### src/rtl/image_shear_engine_if.sv
// Bus bundle between the shear engine and BRAM port B:
// start/ready handshake, latched shear factor and the BRAM
// address/en/we/in_data/out_data signals.
interface image_shear_engine_if #(
  parameter int WIDTH      = 16,
  parameter int ADDR_WIDTH = 11
);
  logic                  start;
  logic                  ready;
  logic signed [15:0]    shear;
  logic [ADDR_WIDTH-1:0] address;
  logic [WIDTH-1:0]      in_data;
  logic [WIDTH-1:0]      out_data;
  logic                  en;
  logic                  we;

  // Engine side: drives the BRAM port and reports readiness.
  modport master (
    input  start, shear, in_data,
    output ready, address, out_data, en, we
  );

  // Host/BRAM side: issues start and shear, returns read data.
  modport slave (
    output start, shear, in_data,
    input  ready, address, out_data, en, we
  );
endinterface

### src/rtl/image_shear_engine.sv
// Horizontal shear (deskew) engine. Reads an IMG_H x IMG_W image at
// SRC_BASE, shifts each row by a rounded fixed-point offset proportional
// to its distance from the vertical centre, and writes the result at
// DST_BASE. Nearest-neighbour sampling; out-of-image pixels become 0.
// One pixel every 3 cycles (RD, WAIT, WR) plus one OFFS cycle per row.
module image_shear_engine #(
  parameter int WIDTH      = 16,
  parameter int ADDR_WIDTH = 11,
  parameter int IMG_W      = 28,
  parameter int IMG_H      = 28,
  parameter int SRC_BASE   = 0,
  parameter int DST_BASE   = 784,
  parameter int FRAC       = 8
) (
  input  logic          clk,
  input  logic          reset,
  image_shear_engine_if.master bus
);

  // Product of 16-bit shear and signed row distance, full width.
  localparam int PW = 16 + ADDR_WIDTH + 1;

  localparam logic [ADDR_WIDTH-1:0]   LAST_C   = ADDR_WIDTH'(IMG_W - 1);
  localparam logic [ADDR_WIDTH-1:0]   LAST_R   = ADDR_WIDTH'(IMG_H - 1);
  localparam logic [ADDR_WIDTH-1:0]   ROW_STEP = ADDR_WIDTH'(IMG_W);
  localparam logic [ADDR_WIDTH-1:0]   SRC_A    = ADDR_WIDTH'(SRC_BASE);
  localparam logic [ADDR_WIDTH-1:0]   DST_A    = ADDR_WIDTH'(DST_BASE);
  localparam logic signed [ADDR_WIDTH:0] CY_S  = (ADDR_WIDTH + 1)'(IMG_H / 2);
  localparam logic signed [PW:0]      COL_MAX  = (PW + 1)'(IMG_W - 1);
  localparam logic signed [PW-1:0]    HALF     = PW'(2 ** (FRAC - 1));

  typedef enum logic [2:0] {
    S_IDLE,
    S_OFFS,
    S_RD,
    S_WAIT,
    S_WR
  } state_t;

  // Add one half LSB and shift arithmetically: rounds half toward +inf.
  function automatic logic signed [PW-1:0] round_shift(
    input logic signed [PW-1:0] p
  );
    logic signed [PW-1:0] biased;
    biased = p + HALF;
    return biased >>> FRAC;
  endfunction

  // Source column must land inside the image row.
  function automatic logic col_in_range(input logic signed [PW:0] col);
    return !col[PW] && (col <= COL_MAX);
  endfunction

  state_t                state_q, state_d;
  logic signed [15:0]    shear_q;
  logic [ADDR_WIDTH-1:0] r_q, c_q;
  logic [ADDR_WIDTH-1:0] src_row_q, dst_row_q;

  logic signed [PW-1:0]  off_p0;
  logic                  in_rng_p1;
  logic [WIDTH-1:0]      pix_p2;

  logic signed [ADDR_WIDTH:0] row_rel;
  logic signed [PW-1:0]  shear_ext, row_ext, prod;
  logic signed [PW:0]    sc;
  logic                  sc_ok;

  assign row_rel   = $signed({1'b0, r_q}) - CY_S;
  assign shear_ext = {{(PW - 16){shear_q[15]}}, shear_q};
  assign row_ext   = {{(PW - ADDR_WIDTH - 1){row_rel[ADDR_WIDTH]}}, row_rel};
  assign prod      = shear_ext * row_ext;
  assign sc        = {{(PW + 1 - ADDR_WIDTH){1'b0}}, c_q} + {off_p0[PW-1], off_p0};
  assign sc_ok     = col_in_range(sc);

  // State register; reset returns to IDLE immediately, aborting any run.
  always_ff @(posedge clk) begin
    if (!reset) begin
      state_q <= S_IDLE;
    end else begin
      state_q <= state_d;
    end
  end

  // Control: latched shear, pixel/row counters and row base accumulators.
  always_ff @(posedge clk) begin
    if (!reset) begin
      shear_q   <= '0;
      r_q       <= '0;
      c_q       <= '0;
      src_row_q <= SRC_A;
      dst_row_q <= DST_A;
    end else begin
      case (state_q)
        S_IDLE: begin
          if (bus.start) begin
            shear_q   <= bus.shear;
            r_q       <= '0;
            c_q       <= '0;
            src_row_q <= SRC_A;
            dst_row_q <= DST_A;
          end
        end
        S_WR: begin
          if (c_q != LAST_C) begin
            c_q <= c_q + 1'b1;
          end else begin
            c_q <= '0;
            if (r_q != LAST_R) begin
              r_q       <= r_q + 1'b1;
              src_row_q <= src_row_q + ROW_STEP;
              dst_row_q <= dst_row_q + ROW_STEP;
            end
          end
        end
        default: ;
      endcase
    end
  end

  // Datapath stages: row offset (p0), range flag (p1), captured pixel (p2).
  always_ff @(posedge clk) begin
    // p0: row offset, valid from RD of the current row
    if (state_q == S_OFFS) off_p0 <= round_shift(prod);
    // p1: whether this pixel's source column exists
    if (state_q == S_RD) in_rng_p1 <= sc_ok;
    // p2: read data arrives during WAIT; out-of-range pixels become 0
    if (state_q == S_WAIT) pix_p2 <= in_rng_p1 ? bus.in_data : '0;
  end

  // Next-state and BRAM port outputs, decoded from the current state.
  always_comb begin
    state_d      = state_q;
    bus.ready    = 1'b0;
    bus.en       = 1'b0;
    bus.we       = 1'b0;
    bus.address  = '0;
    bus.out_data = '0;
    case (state_q)
      S_IDLE: begin
        bus.ready = 1'b1;
        if (bus.start) state_d = S_OFFS;
      end
      S_OFFS: begin
        state_d = S_RD;
      end
      S_RD: begin
        if (sc_ok) begin
          bus.en      = 1'b1;
          bus.address = src_row_q + sc[ADDR_WIDTH-1:0];
        end
        state_d = S_WAIT;
      end
      S_WAIT: begin
        state_d = S_WR;
      end
      S_WR: begin
        bus.en       = 1'b1;
        bus.we       = 1'b1;
        bus.address  = dst_row_q + c_q;
        bus.out_data = pix_p2;
        if (c_q != LAST_C)      state_d = S_RD;
        else if (r_q != LAST_R) state_d = S_OFFS;
        else                    state_d = S_IDLE;
      end
      default: begin
        state_d = S_IDLE;
      end
    endcase
  end

endmodule

### src/flat_wrapper.sv
// flat-port wrapper written by rule: the top's interface ports become plain ports
module image_shear_engine_flat 
#(
  parameter int WIDTH      = 16,
  parameter int ADDR_WIDTH = 11,
  parameter int IMG_W      = 28,
  parameter int IMG_H      = 28,
  parameter int SRC_BASE   = 0,
  parameter int DST_BASE   = 784,
  parameter int FRAC       = 8
)
  (clk, reset, bus_start, bus_shear, bus_in_data, bus_ready, bus_address, bus_out_data, bus_en, bus_we);
  image_shear_engine_if #(.WIDTH(WIDTH), .ADDR_WIDTH(ADDR_WIDTH)) bus_i ();
  input  logic clk;
  input  logic reset;
  input wire logic [$bits(bus_i.start)-1:0] bus_start;
  input wire logic [$bits(bus_i.shear)-1:0] bus_shear;
  input wire logic [$bits(bus_i.in_data)-1:0] bus_in_data;
  output wire logic [$bits(bus_i.ready)-1:0] bus_ready;
  output wire logic [$bits(bus_i.address)-1:0] bus_address;
  output wire logic [$bits(bus_i.out_data)-1:0] bus_out_data;
  output wire logic [$bits(bus_i.en)-1:0] bus_en;
  output wire logic [$bits(bus_i.we)-1:0] bus_we;
  assign bus_i.start = bus_start;
  assign bus_i.shear = bus_shear;
  assign bus_i.in_data = bus_in_data;
  assign bus_ready = bus_i.ready;
  assign bus_address = bus_i.address;
  assign bus_out_data = bus_i.out_data;
  assign bus_en = bus_i.en;
  assign bus_we = bus_i.we;
  image_shear_engine #(.WIDTH(WIDTH), .ADDR_WIDTH(ADDR_WIDTH), .IMG_W(IMG_W), .IMG_H(IMG_H), .SRC_BASE(SRC_BASE), .DST_BASE(DST_BASE), .FRAC(FRAC)) u_core (.clk(clk), .reset(reset), .bus(bus_i));
endmodule
### config.mk
export PLATFORM = sky130hd
export DESIGN_NAME = image_shear_engine_flat
export DESIGN_NICKNAME = d
export VERILOG_FILES = /design/src/rtl/image_shear_engine_if.sv /design/src/rtl/image_shear_engine.sv /design/src/flat_wrapper.sv
export SDC_FILE = /design/constraint.sdc
export NUM_CORES = 1
export LEC_CHECK = 0
export BUFFER_PORTS_ARGS = -buffer_cell sky130_fd_sc_hd__buf_4
export CORE_MARGIN = 4
export CORE_UTILIZATION = 64
export CTS_CLUSTER_SIZE = 25
export DETAILED_ROUTE_END_ITERATION = 10
export PLACE_DENSITY = 0.91
export SKIP_CTS_REPAIR_TIMING = 1
export SLEW_MARGIN = 20
export SYNTH_ARGS = -nofsm -noshare
export SYNTH_HDL_FRONTEND = slang
export SYNTH_SLANG_ARGS = --single-unit
### constraint.sdc
create_clock -name clk -period 9.89 [get_ports clk]
set_clock_uncertainty 0.05 [all_clocks]
set_input_delay 0.989 -clock clk [delete_from_list [all_inputs] [get_ports clk]]
set_output_delay 0.989 -clock clk [all_outputs]
set_load 0.01 [all_outputs]
==> metrics <==
initial antenna violation count 0; vias in the first global route between 10000 and 15000; post-route ant nets 0; post-place setup slack roughly 1.6 ns; most repeated cell in the gate-level netlist after synthesis inv_1; Hold Path Class reg2reg; Fin. Hold Viols 0; min Tclk post-route 8.321 ns; first-pass GRT wire length 49500 µm; synth unique cells 71; worst setup margin roughly 1.6 ns; root buffer cell clkbuf_16; Finished Layout Cells 1692; Power Density 231.1 mW/mm²; Clock Path Buffers 2; Initial Utilization 65.52%; MaxCap Viol Count 0; startpoint types flip-flop; Clock Pin Slew Worst Setup and Hold Paths around 0.080 ns; Fin Hold WS between 0.4 and 0.5 ns; syn avg cell area 8.823 µm²; CP arrival 8.38 ns; n_diodes 0; total power between 3 and 4 mW; overall global routing resource usage between 20% and 30%; WP data required 9.95 ns; CP bufs+invs 3; kind of critical path reg2reg; GR Overflow Total 0; Seq/Total Area, Yosys 18.52%; LEAKAGE around 6.2 nW; # rows 50; Iteration-0 DRC Markers 700; Crit-path slowest cell a2111oi_0; Clock Sinks 96; Vias/cell ~5.9; asr flop ratio synth 0%; Port Buf Inserts 64; Util after Layout 70.57%; DRC Markers 0; setup TNS 0 ns; final slew viol count 0; EDFF count, synth 37; clock latency on the worst-skew pair about 0.36 ns; Yosys reg bits 96; width of the die 147.1 µm; ys flop type dfxtp_1; post-DP HPWL about 22000 µm; largest net degree at the start of global routing 39; Peak VDD IR 238.3 µV; cell area after layout around 0.013 mm²; CTS tree built; dpl cell area 0.01303 mm²; Cell Chain, Critical Path ha_1 > a2111oi_0 > nand2_1 > or2_2 > fa_1 > fa_1 > inv_1 > fa_1 > fa_1 > inv_1 > fa_1 > inv_1 > ha_1 > a211oi_1 > o21ai_0 > a221oi_1 > o41ai_1 > a21o_1 > nand4_1 > and3_1 > a311o_1; Top Ports 65; # setup viols final 0; Syn. warnings 0; Area growth, synth to finish 7.713%; drt first pass iters 5; drt total wl between 20000 and 30000 µm; Crit path largest cell delay between 0.8 and 0.9 ns; Mapped Area approximately 0.012 mm²; top cells by area, synth fa_1 (29%), dfxtp_1 (9.5%), edfxtp_1 (9.0%), ha_1 (8.8%), inv_1 (7.6%); CP delay by family, top adder cells; outcome finished, final reports clean; Tcrit/Tclk final 84.14%; Post-Place Cells 1676; max frequency 120.2 MHz; HP Start u_core.dst_row_q[9]; # H-tree levels 3; Slew @ Worst Pin 0.9969 ns; RSZ-0062 raised after global routing false; CP Capture Type flip-flop; most common library cells after synthesis inv_1 (249), nand2_1 (183), fa_1 (178); die area ~0.022 mm²; beginning of the critical path u_core.r_q[1]; Num CTS Buffers 9; crit-path most repeated cell fa_1; layout cell share with drive strength beyond 1 8.101%; Vert. Die Dim about 150 µm; synthesized net count 1703; vias 9912; Max-Slew Margin vs Limit 33.48%; Yosys top cell by area fa_1; Worst R2R Start u_core.r_q[1]; worst-path fanout max 19; fin nets 1727; DR WL/cell about 17 µm; core area 0.01889 mm²; post-synth top area share 28.79%; Cells after Synth about 1400; gpl congestion 0.9386
==> per-layer routing <==
layer,track usage (%),vias to the layer above,wire [µm]
li1,-,4493,-
met1,34.48,4822,11120
met2,48.82,492,14800
met3,4.257,105,2144
met4,12.77,0,1209
met5,0,-,0
==> registers in the layout, summed over array words and instances (netlist names) <==
| register | flops |
|---|---|
| u_core.shear_q | 16 |
| u_core.r_q | 11 |
| u_core.c_q | 11 |
| u_core.pix_p2 | 16 |
| u_core.src_row_q | 9 |
| u_core.dst_row_q | 9 |
| u_core.off_p0 | 20 |
| u_core.in_rng_p1 | 1 |
| u_core.state_q | 3 |
==> cell type report <==
type / instances / area (µm²)
flip-flops and latches: 96 / 2292
repair buffers: 72 / 540.5
clock buffers: 10 / 229.0
multi-input cells: 998 / 8934
fillers: 1386 / 5560
well taps: 260 / 325.3
clock inverters: 6 / 73.82
inverters: 250 / 938.4
==> cells in the final DEF, fill, tap and decap left out, types with 37 or more instances in the layout <==
cell type  netlist  layout
and2_1          46      46
buf_4            0      72
dfxtp_1         59      59
edfxtp_1        37      37
fa_1           178     178
ha_1            87      87
inv_1          249     249
nand2_1        183     183
nor2_1          85      85
nor2b_1         37      37
o21ai_0         39      39
xnor2_1         44      44
==> worst register-to-register path: stages (launching register included) <==
cell	delay, ns
dfxtp_1	0.50
ha_1	0.37
a2111oi_0	0.82
nand2_1	0.66
or2_2	0.52
fa_1	0.51
fa_1	0.55
inv_1	0.06
fa_1	0.50
fa_1	0.54
inv_1	0.05
fa_1	0.53
inv_1	0.04
ha_1	0.33
a211oi_1	0.09
o21ai_0	0.25
a221oi_1	0.21
o41ai_1	0.57
a21o_1	0.25
nand4_1	0.18
and3_1	0.19
a311o_1	0.31
==> cell families (layout without fill, tap and decap cells) <==
group | Yosys count | count (layout) | share of synthesized area, %
other | 1 | 1 | 0.03030
AO/OA/AOI/OAI | 173 | 173 | 9.845
flip-flops | 96 | 96 | 18.52
adder cells (fa/ha/maj) | 265 | 265 | 37.58
multiplexers | 2 | 2 | 0.1718
AND/OR/NAND/NOR | 477 | 477 | 18.66
buffers and inverters | 309 | 338 | 9.532
XOR/XNOR | 80 | 80 | 5.661
==> worst paths after layout <==
check / slack [ns] / endpoint / cells after the start
setup / recovery: 1.57 / u_core.off_p0[19] / 21
setup reg to reg: 1.57 / u_core.off_p0[19] / 21
hold reg to reg: 0.50 / u_core.dst_row_q[9] / 2
hold / removal: 0.50 / u_core.dst_row_q[9] / 2
==> report_power, final <==
group	switching (mW)	internal, mW	total (mW)
Clock	0.178	0.201	0.378
Combinational	1.18	0.899	2.08
Sequential	0.0684	0.558	0.626
Total	1.42	1.66	3.08
Note: power is estimated with default switching activity, not from simulation.
